**config.mk**
```make
export PLATFORM = sky130hd
export DESIGN_NAME = model
export DESIGN_NICKNAME = d
export VERILOG_FILES = /design/src/rtl/model_pkg.sv /design/src/rtl/model_g2b_core.sv /design/src/rtl/model.sv
export SDC_FILE = /design/constraint.sdc
export NUM_CORES = 1
export LEC_CHECK = 0
export CORE_UTILIZATION = 30
export CTS_BUF_LIST = sky130_fd_sc_hd__clkbuf_16
export DETAILED_ROUTE_END_ITERATION = 8
export GPL_ROUTABILITY_DRIVEN = 0
export PLACE_DENSITY = 0.7
export SYNTH_ARGS = -nofsm -noshare
export SYNTH_HDL_FRONTEND = slang
export SYNTH_SLANG_ARGS = --single-unit
```
**constraint.sdc**
```tcl
create_clock -name clk -period 1.8 [get_ports clk]
set_clock_uncertainty 0.1 [all_clocks]
set_input_delay 0.45 -clock clk [delete_from_list [all_inputs] [get_ports clk]]
set_output_delay 0.45 -clock clk [all_outputs]
set_load 0.01 [all_outputs]
```
**src/rtl/model_pkg.sv**
```systemverilog
// Shared constants and helpers for the Gray-to-binary converter.
// Holds the default width and a width-generic Gray-to-binary function.
package model_pkg;

  localparam int DEFAULT_WIDTH = 8;

  // A zero-extended Gray word converts correctly through the full
  // 32-bit prefix XOR, so callers pass 32'(gray) and truncate back.
  function automatic logic [31:0] g2b(input logic [31:0] g);
    logic [31:0] b;
    b[31] = g[31];
    for (int i = 30; i >= 0; i--) begin
      b[i] = b[i+1] ^ g[i];
    end
    return b;
  endfunction

endpackage

```
**src/rtl/model_g2b_core.sv**
```systemverilog
// Combinational Gray-to-binary conversion core.
// Ports: gray_i (Gray word), bin_o (binary equivalent, zero latency).
module model_g2b_core
  import model_pkg::*;
#(
  parameter int WIDTH = DEFAULT_WIDTH
) (
  input  logic [WIDTH-1:0] gray_i,
  output logic [WIDTH-1:0] bin_o
);

  assign bin_o = WIDTH'(g2b(32'(gray_i)));

endmodule

```
**src/rtl/model.sv**
```systemverilog
// Gray-to-binary converter with registered result and step checking.
// Ports: clk, rst_n (async, active-low), gray, in_valid -> bin (comb),
//   bin_q, out_valid, step_up, step_dn, step_err (registered).
// MODEL_STEP_CHECK_EN enables the step flags; otherwise they are tied 0.
module model
  import model_pkg::*;
#(
  parameter int WIDTH = DEFAULT_WIDTH
) (
  input  logic             clk,
  input  logic             rst_n,
  input  logic [WIDTH-1:0] gray,
  input  logic             in_valid,
  output logic [WIDTH-1:0] bin,
  output logic [WIDTH-1:0] bin_q,
  output logic             out_valid,
  output logic             step_up,
  output logic             step_dn,
  output logic             step_err
);

  logic [WIDTH-1:0] hold_q;
  logic             vld_q;

  model_g2b_core #(
    .WIDTH (WIDTH)
  ) u_core (
    .gray_i (gray),
    .bin_o  (bin)
  );

  always_ff @(posedge clk or negedge rst_n) begin
    if (!rst_n) begin
      hold_q <= '0;
      vld_q  <= 1'b0;
    end else begin
      vld_q <= in_valid;
      if (in_valid) hold_q <= bin;
    end
  end

  assign bin_q     = hold_q;
  assign out_valid = vld_q;

`ifdef MODEL_STEP_CHECK_EN
  logic [WIDTH-1:0] prev_q;
  logic [WIDTH-1:0] prev_bin;
  logic [WIDTH-1:0] diff;
  logic             seen_q;
  logic             multi;
  logic             up_d, dn_d, err_d;
  logic             up_q, dn_q, err_q;

  assign prev_bin = WIDTH'(g2b(32'(prev_q)));
  assign diff     = gray ^ prev_q;
  // More than one bit set: clearing the lowest set bit leaves residue.
  assign multi    = |(diff & (diff - WIDTH'(1)));

  assign err_d = seen_q & multi;
  assign up_d  = seen_q & ~multi & (bin == prev_bin + WIDTH'(1));
  assign dn_d  = seen_q & ~multi & (bin == prev_bin - WIDTH'(1));

  always_ff @(posedge clk or negedge rst_n) begin
    if (!rst_n) begin
      prev_q <= '0;
      seen_q <= 1'b0;
      up_q   <= 1'b0;
      dn_q   <= 1'b0;
      err_q  <= 1'b0;
    end else if (in_valid) begin
      prev_q <= gray;
      seen_q <= 1'b1;
      up_q   <= up_d;
      dn_q   <= dn_d;
      err_q  <= err_d;
    end else begin
      up_q  <= 1'b0;
      dn_q  <= 1'b0;
      err_q <= 1'b0;
    end
  end

  assign step_up  = up_q;
  assign step_dn  = dn_q;
  assign step_err = err_q;
`else
  assign step_up  = 1'b0;
  assign step_dn  = 1'b0;
  assign step_err = 1'b0;
`endif

endmodule

```
==> summary.txt, run 1 <==
Pwr
  • Sequential share of power: 0.228
  • Psw: between 300 and 400 µW
  • Clk pwr share: 0.310
  • P_leak: 0.000507 µW
  • Power Density: ~1100 nW/µm²
  • VDD IR max: between 0.8 and 0.9 mV
  • Switching Fraction: 0.261
  • Int Power: 894 µW
  • Combinational power share: 0.462

Placement
  • Pre-CTS WS: -1.12 ns
  • Placed Instances: just under 90
  • IO Port Bufs: 27
  • Hpwl dp: between 800 and 900 µm

Global routing
  • Vias in the first global route: between 400 and 500
  • Largest net degree at the start of global routing: 10
  • Global-route wire length before repair: 1930 µm
  • Final global-route overflow total: 0
  • Initial antenna violation count: 0
  • Total Routing Usage GR: 0.148

Detailed routing
  • Antenna-violating nets left: 0
  • Vias per cell: 4.30
  • Routed met3 length: approximately 110 µm
  • DR vias: about 430
  • Routed len/inst: between 10 and 15 µm
  • Residual DRC count: 0
  • DRT Wirelength: around 1200 µm
  • Met2 wire length: just under 700 µm
  • M1 WL: between 400 and 500 µm
  • First-pass DRT Iterations: 2
  • Initial drt markers: 3
  • Max Used Layer: met3

Cells and area
  • Final net count: 96
  • Non-filler cells, final: between 90 and 100
  • Fill cell count: 87
  • Area delta synth->final: 123%
  • Layout cell share with drive strength beyond 1: 0.560
  • ANT cells: 0
  • Final core utilization: 0.764

Setup path
  • Worst reg2reg setup slack: 0.94 ns
  • RR Startpoint: bin_q[3]$_DFFE_PN0P_
  • WP data arrival: 1.64 ns
  • Setup crit start kind: input port
  • R2R cell count: 1
  • Req. time, crit path: around 1.3 ns
  • Crit end category: output port
  • Crit-path max FO: 3
  • FF-to-FF End: bin_q[3]$_DFFE_PN0P_
  • Class of the most critical setup path: input port to output port

Run status
  • Status: finished, violations left
  • Failing checks: negative setup slack

STA
  • Final min period: 2.19 ns
  • Final hold viol count: 0
  • Final setup vio count: 5
  • Worst setup margin: -0.388 ns
  • Achievable Freq: between 400 and 500 MHz
  • RSZ-0062 raised after global routing: yes
  • Slew Viols, Final: 0
  • Final Cycle Share: 1.22
  • Hold_ws: 0.400 ns

Clock network
  • Worst-Skew Late Latency: ~0.23 ns
  • Clock sink count: 9
  • Clock-pin slew on the worst setup and hold paths: around 0.040 ns
  • Clock Tree Buf Depth: 2
  • CTS H-tree depth: 1
  • Root Driver: clkbuf_16
  • Cts bufs inserted: 3
  • CTS tree: yes

Hold path
  • WHS Endpoint: bin_q[7]$_DFFE_PN0P_
  • Hold-critical path depth: 1
  • Min-Delay Startpoint: bin_q[7]$_DFFE_PN0P_
  • HP Class: flip-flop to flip-flop

Floorplanning
  • Die area: around 1700 µm²
  • Num ports: 31
  • Row cnt: 13
  • Die Wd: roughly 42 µm
  • Core ar.: between 1000 and 1500 µm²
  • Chip height: around 42 µm
  • Starting density of the core: 0.343

Run
  • Max_cap viols: 0

Synth
  • Synth Area in Simple Gates: 0.0237
  • Multiplexer share of the synthesized area: 0.135
  • Syn Area/Cell: 12.2 µm²
  • Cell variety after synth: 14
  • Complex-gate fraction of the synthesized area: 0.0317
  • Post-Syn Instances: 39
  • Yosys warnings: 0
  • Largest family of logic cells by synthesized area: XOR/XNOR gates
  • Cell area after synthesis: around 470 µm²
  • Synth Register Bits: 9
  • Adder-Cell Fraction of Synth Area: 0
  • Register area share after synthesis: 0.475
  • Xor and xnor area share after synthesis: 0.232
-- how the worst max path moves through the flow --
stage,startpoint,end,slack (ns),cells past startpoint
2_1_floorplan,gray[3],bin[0],-0.02,3
3_3_place_gp,gray[3],bin[0],-1.07,5
3_5_place_dp,gray[3],bin[0],-1.12,5
4_1_cts,gray[6],bin[0],-0.42,7
5_1_grt,gray[2],bin[1],-0.42,6
6_report,gray[2],bin[1],-0.39,6
-- Yosys cell counts (all sizes together) --
cell    instances  area (µm²)
a21oi           3        15.0
buf             4        30.0
clkbuf          1        3.75
conb            1        3.75
dfrtp           9         225
inv             3        11.3
mux2            5        63.8
nor2            3        11.3
xnor2           8        77.6
xnor3           1        23.8
xor2            1        8.76
-- worst max-delay path, stage by stage --
cell	delay [ns]
buf_6	0.10
xnor2_2	0.14
xnor3_2	0.48
buf_6	0.14
xnor2_2	0.16
buf_2	0.16
-- timing repair --
| item | CTS | global route |
|---|---|---|
| hold buffers | 0 | 0 |
| resized for setup | 52 | 20 |
| pin swaps | 6 | 7 |
| buffers inserted | 5 | 2 |
| setup endpoints to repair | 11 | 5 |
-- per-layer routing --
| metal | global-route usage | vias up |
|---|---|---|
| li1 | - | 203 |
| met1 | 0.148 | 205 |
| met2 | 0.278 | 18 |
| met3 | 0.0478 | 0 |
| met4 | 0.0581 | 0 |
| met5 | 0 | - |
-- cells by family after synthesis --
group	count (synthesis)
AND/OR/NAND/NOR	3
AO/OA/AOI/OAI	3
flip-flops	9
buffers and inverters	8
XOR/XNOR	10
other	1
multiplexers	5
-- registers in the layout, indices dropped and copies added, names as in the netlist --
| name | flops |
|---|---|
| out_valid | 1 |
| bin_q | 8 |
-- cells in the final DEF (no fill, tap or decap) --
cell and count:
inv_1 3, inv_2 1, xnor2_1 1, dlygate4sd2_1 1, a21oi_1 3, buf_8 2, xnor2_4 4, buf_6 11
nor2_1 3, buf_2 3, buf_4 12, conb_1 3, mux2_4 2, dfrtp_1 9, xor2_2 1, xnor2_2 3
mux2_2 3, xnor3_2 1, clkbuf_2 1, clkbuf_16 3, clkdlybuf4s50_1 14
-- stage by stage --
| stage | power, µW | instance area (µm²) | TNS (ns) |
|---|---|---|---|
| after detailed placement | 730 | 861 | -8.98 |
| after global placement | 726 | 861 | -8.68 |
| final | 1210 | 1060 | -1.09 |
| after floorplan | 475 | 523 | -0.0401 |
| after CTS | 1140 | 986 | -1.37 |
| after global routing | 1270 | 1060 | -1.30 |
-- layout make-up --
| cell class | instances | area, µm² | share of cell area |
|---|---|---|---|
| inverter | 3 | 11.3 | 0.0107 |
| timing repair buffer | 44 | 413 | 0.391 |
| clock buffer | 3 | 75.1 | 0.0711 |
| multi-input combinational | 24 | 309 | 0.293 |
| sequential | 9 | 225 | 0.213 |
| clock inverter | 1 | 3.75 | 0.00355 |
| tap | 15 | 18.8 | 0.0178 |
-- power groups by stage --
stage,clock network (µW),logic [µW],registers [µW]
detailed placement,0,456,274
global route,393,595,281
floorplan,0,177,298
finish,376,559,275
CTS,377,486,275
global placement,0,450,276
Power figures use the tool's default switching activity.
==> inputs of run 2 (changes only) <==
--- a/config.mk
+++ b/config.mk
@@ -5,11 +5,14 @@
 export SDC_FILE = /design/constraint.sdc
 export NUM_CORES = 1
 export LEC_CHECK = 0
-export CORE_UTILIZATION = 30
+export CORE_AREA = 2 2 39 41
 export CTS_BUF_LIST = sky130_fd_sc_hd__clkbuf_16
 export DETAILED_ROUTE_END_ITERATION = 8
+export DIE_AREA = 0 0 41 43
+export DONT_BUFFER_PORTS = 1
 export GPL_ROUTABILITY_DRIVEN = 0
-export PLACE_DENSITY = 0.7
+export PLACE_DENSITY = 0.5
+export SLEW_MARGIN = 0
 export SYNTH_ARGS = -nofsm -noshare
 export SYNTH_HDL_FRONTEND = slang
 export SYNTH_SLANG_ARGS = --single-unit
==> run 2 against run 1 <==
  * The run still ends with negative setup slack left
  * Maximum frequency is 17% higher
  * Clock-buffer cell count stayed put
  * Sequential power is 10% higher
  * Largest power group is now clock
==> summary.txt, run 2 (synthesis gave the netlist of run 1 again) <==
Setup path
  • Crit end category: output port (unchanged)
  • Crit-path max FO: 4 (was 3)
  • WP data arrival: 1.33 ns (was 1.64 ns)
  • Class of the most critical setup path: input port to output port (unchanged)
  • RR Startpoint: bin_q[0]$_DFFE_PN0P_ (was bin_q[3]$_DFFE_PN0P_)
  • R2R cell count: 1 (unchanged)
  • Worst Setup EP: bin[0] (was bin[1])
  • FF-to-FF End: bin_q[0]$_DFFE_PN0P_ (was bin_q[3]$_DFFE_PN0P_)
  • Critical Path Start: gray[3] (was gray[2])
  • Setup crit start kind: input port (unchanged)
  • Worst reg2reg setup slack: 0.90 ns (was 0.94 ns)
  • Req. time, crit path: 1.25 ns (about the same)

Cells and area
  • Post-route cell area: 636 µm² (was 1060 µm²)
  • ANT cells: 0 (unchanged)
  • Area delta synth->final: 34.0% (was 123%)
  • Commonest non-fill, non-tap cells in the layout: dfrtp_1 (9), xnor2_2 (5), buf_4 (4) (was clkdlybuf4s50_1 (14), buf_4 (12), buf_6 (11), dfrtp_1 (9), xnor2_4 (4))
  • Most common cell after layout, fill and taps aside: dfrtp_1 (was clkdlybuf4s50_1)
  • Non-filler cells, final: 61 (was 99)
  • Fill cell count: 124 (was 87)
  • Max reg flops: 8 (unchanged)
  • Layout cell share with drive strength beyond 1: 0.444 (was 0.560)
  • Final net count: 57 (was 96)

Clock network
  • Root Driver: clkbuf_16 (unchanged)
  • Clock-pin slew on the worst setup and hold paths: 0.04 ns (about the same)
  • Clock sink count: 9 (unchanged)
  • CTS H-tree depth: 1 (unchanged)
  • Worst-Skew Late Latency: 0.23 ns (about the same)
  • CTS tree: yes (unchanged)
  • Clock Tree Buf Depth: 2 (unchanged)
  • Cts bufs inserted: 3 (unchanged)
  • Total setup buffers inserted after CTS: 0 (was 5)

STA
  • Achievable Freq: 533 MHz (was 457 MHz)
  • Hold_ws: 0.149 ns (was 0.400 ns)
  • Worst setup margin: -0.0763 ns (was -0.388 ns)
  • Final TNS setup: -0.142 ns (was -1.09 ns)
  • Slew Viols, Final: 0 (unchanged)
  • Final setup vio count: 2 (was 5)
  • Final Cycle Share: 1.04 (was 1.22)
  • RSZ-0062 raised after global routing: yes (unchanged)
  • Final min period: 1.88 ns (was 2.19 ns)
  • Final hold viol count: 0 (unchanged)

Floorplanning
  • Num ports: 31 (unchanged)
  • Starting density of the core: 0.343 (about the same)
  • Die Wd: 41 µm (was 41.8 µm)
  • Core ar.: 1380 µm² (about the same)
  • Die area: 1760 µm² (was 1740 µm²)
  • Chip height: 43 µm (was 41.8 µm)
  • Row cnt: 14 (was 13)

Hold path
  • Hold-critical path depth: 0 (was 1)
  • HP Class: input port to flip-flop (was flip-flop to flip-flop)

Global routing
  • Initial antenna violation count: 0 (unchanged)
  • Final global-route overflow total: 0 (unchanged)
  • Global-route wire length before repair: 1320 µm (was 1930 µm)
  • Vias in the first global route: 298 (was 461)
  • Total Routing Usage GR: 0.115 (was 0.148)
  • Largest net degree at the start of global routing: 13 (was 10)

Detailed routing
  • Routed len/inst: 14.0 µm (was 12.3 µm)
  • First-pass DRT Iterations: 2 (unchanged)
  • DR vias: 276 (was 426)
  • Antenna-violating nets left: 0 (unchanged)
  • Residual DRC count: 0 (unchanged)
  • Vias per cell: 4.52 (was 4.30)
  • DRT Wirelength: 852 µm (was 1220 µm)
  • Initial drt markers: 2 (was 3)

Placement
  • Dpl cell area: 539 µm² (was 861 µm²)
  • Hpwl dp: 665 µm (was 826 µm)
  • Placed Instances: 56 (was 89)
  • IO Port Bufs: 0 (was 27)

Pwr
  • VDD IR max: 0.696 mV (was 0.820 mV)
  • Power Density: 1390 nW/µm² (was 1150 nW/µm²)
  • P_leak: 0.000304 µW (was 0.000507 µW)

Run status
  • Failing checks: negative setup slack (unchanged)
  • Status: finished, violations left (unchanged)

Run
  • Max_cap viols: 0 (unchanged)
[run 2: changes by cell type in the layout (fill, tap and decap cells not counted), sizes merged]
| cell | change |
|---|---|
| dlygate4sd2 | -1 |
| clkbuf | -1 |
| buf | -24 |
| dlygate4sd3 | +1 |
| clkdlybuf4s50 | -14 |
[run 2: cell type report]
class                           instances  area (µm²)  area share
Clock buffer                            3        75.1       0.118
Clock inverter                          1        3.75     0.00591
Inverter                                3        11.3      0.0177
Multi-Input combinational cell         24         260       0.409
Sequential cell                         9         225       0.354
Tap cell                               16        20.0      0.0315
Timing Repair Buffer                    5        40.0      0.0630
[run 2: power breakdown]
part,switching (µW),internal [µW]
sequential,52.6,250
combinational,92.1,113
clock,89.1,290
[run 2: repair_timing]
| action | 4_1_cts | 5_1_grt |
|---|---|---|
| gates resized for setup | 1 | 0 |
| endpoints found under the setup margin | 3 | 3 |
| hold buffers | 1 | 0 |
| endpoints found under the hold margin | 9 | 0 |
[run 2: routing by layer]
layer / global-route usage / vias to the layer above / routed length (µm)
met5: 0 / - / 0
met4: 0.0600 / 0 / 0
met3: 0.0471 / 0 / 76
met2: 0.181 / 15 / 496
met1: 0.123 / 135 / 278
li1: - / 126 / -
[run 2: worst min path at each step]
stage             start                    to  slack [ns]
6_report       in_valid   out_valid$_DFF_PN0_        0.15
5_1_grt        in_valid   out_valid$_DFF_PN0_        0.14
4_1_cts        in_valid   out_valid$_DFF_PN0_        0.15
3_5_place_dp      rst_n  bin_q[4]$_DFFE_PN0P_        0.05
3_3_place_gp      rst_n  bin_q[4]$_DFFE_PN0P_        0.05
2_1_floorplan     rst_n  bin_q[0]$_DFFE_PN0P_        0.05
[run 2: stage by stage]
step                      utilization  setup WS [ns]  total power [µW]
after CTS                       0.459        -0.0994               898
after detailed placement        0.390        -0.0908               505
final                           0.459        -0.0763               886
after floorplan                     -        -0.0201               475
after global routing            0.459         -0.121               937
after global placement          0.390        -0.0819               501
[run 2: worst max-delay path: stages]
cell     delay, ns
xnor2_2       0.13
xnor3_2       0.51
xnor2_2       0.24
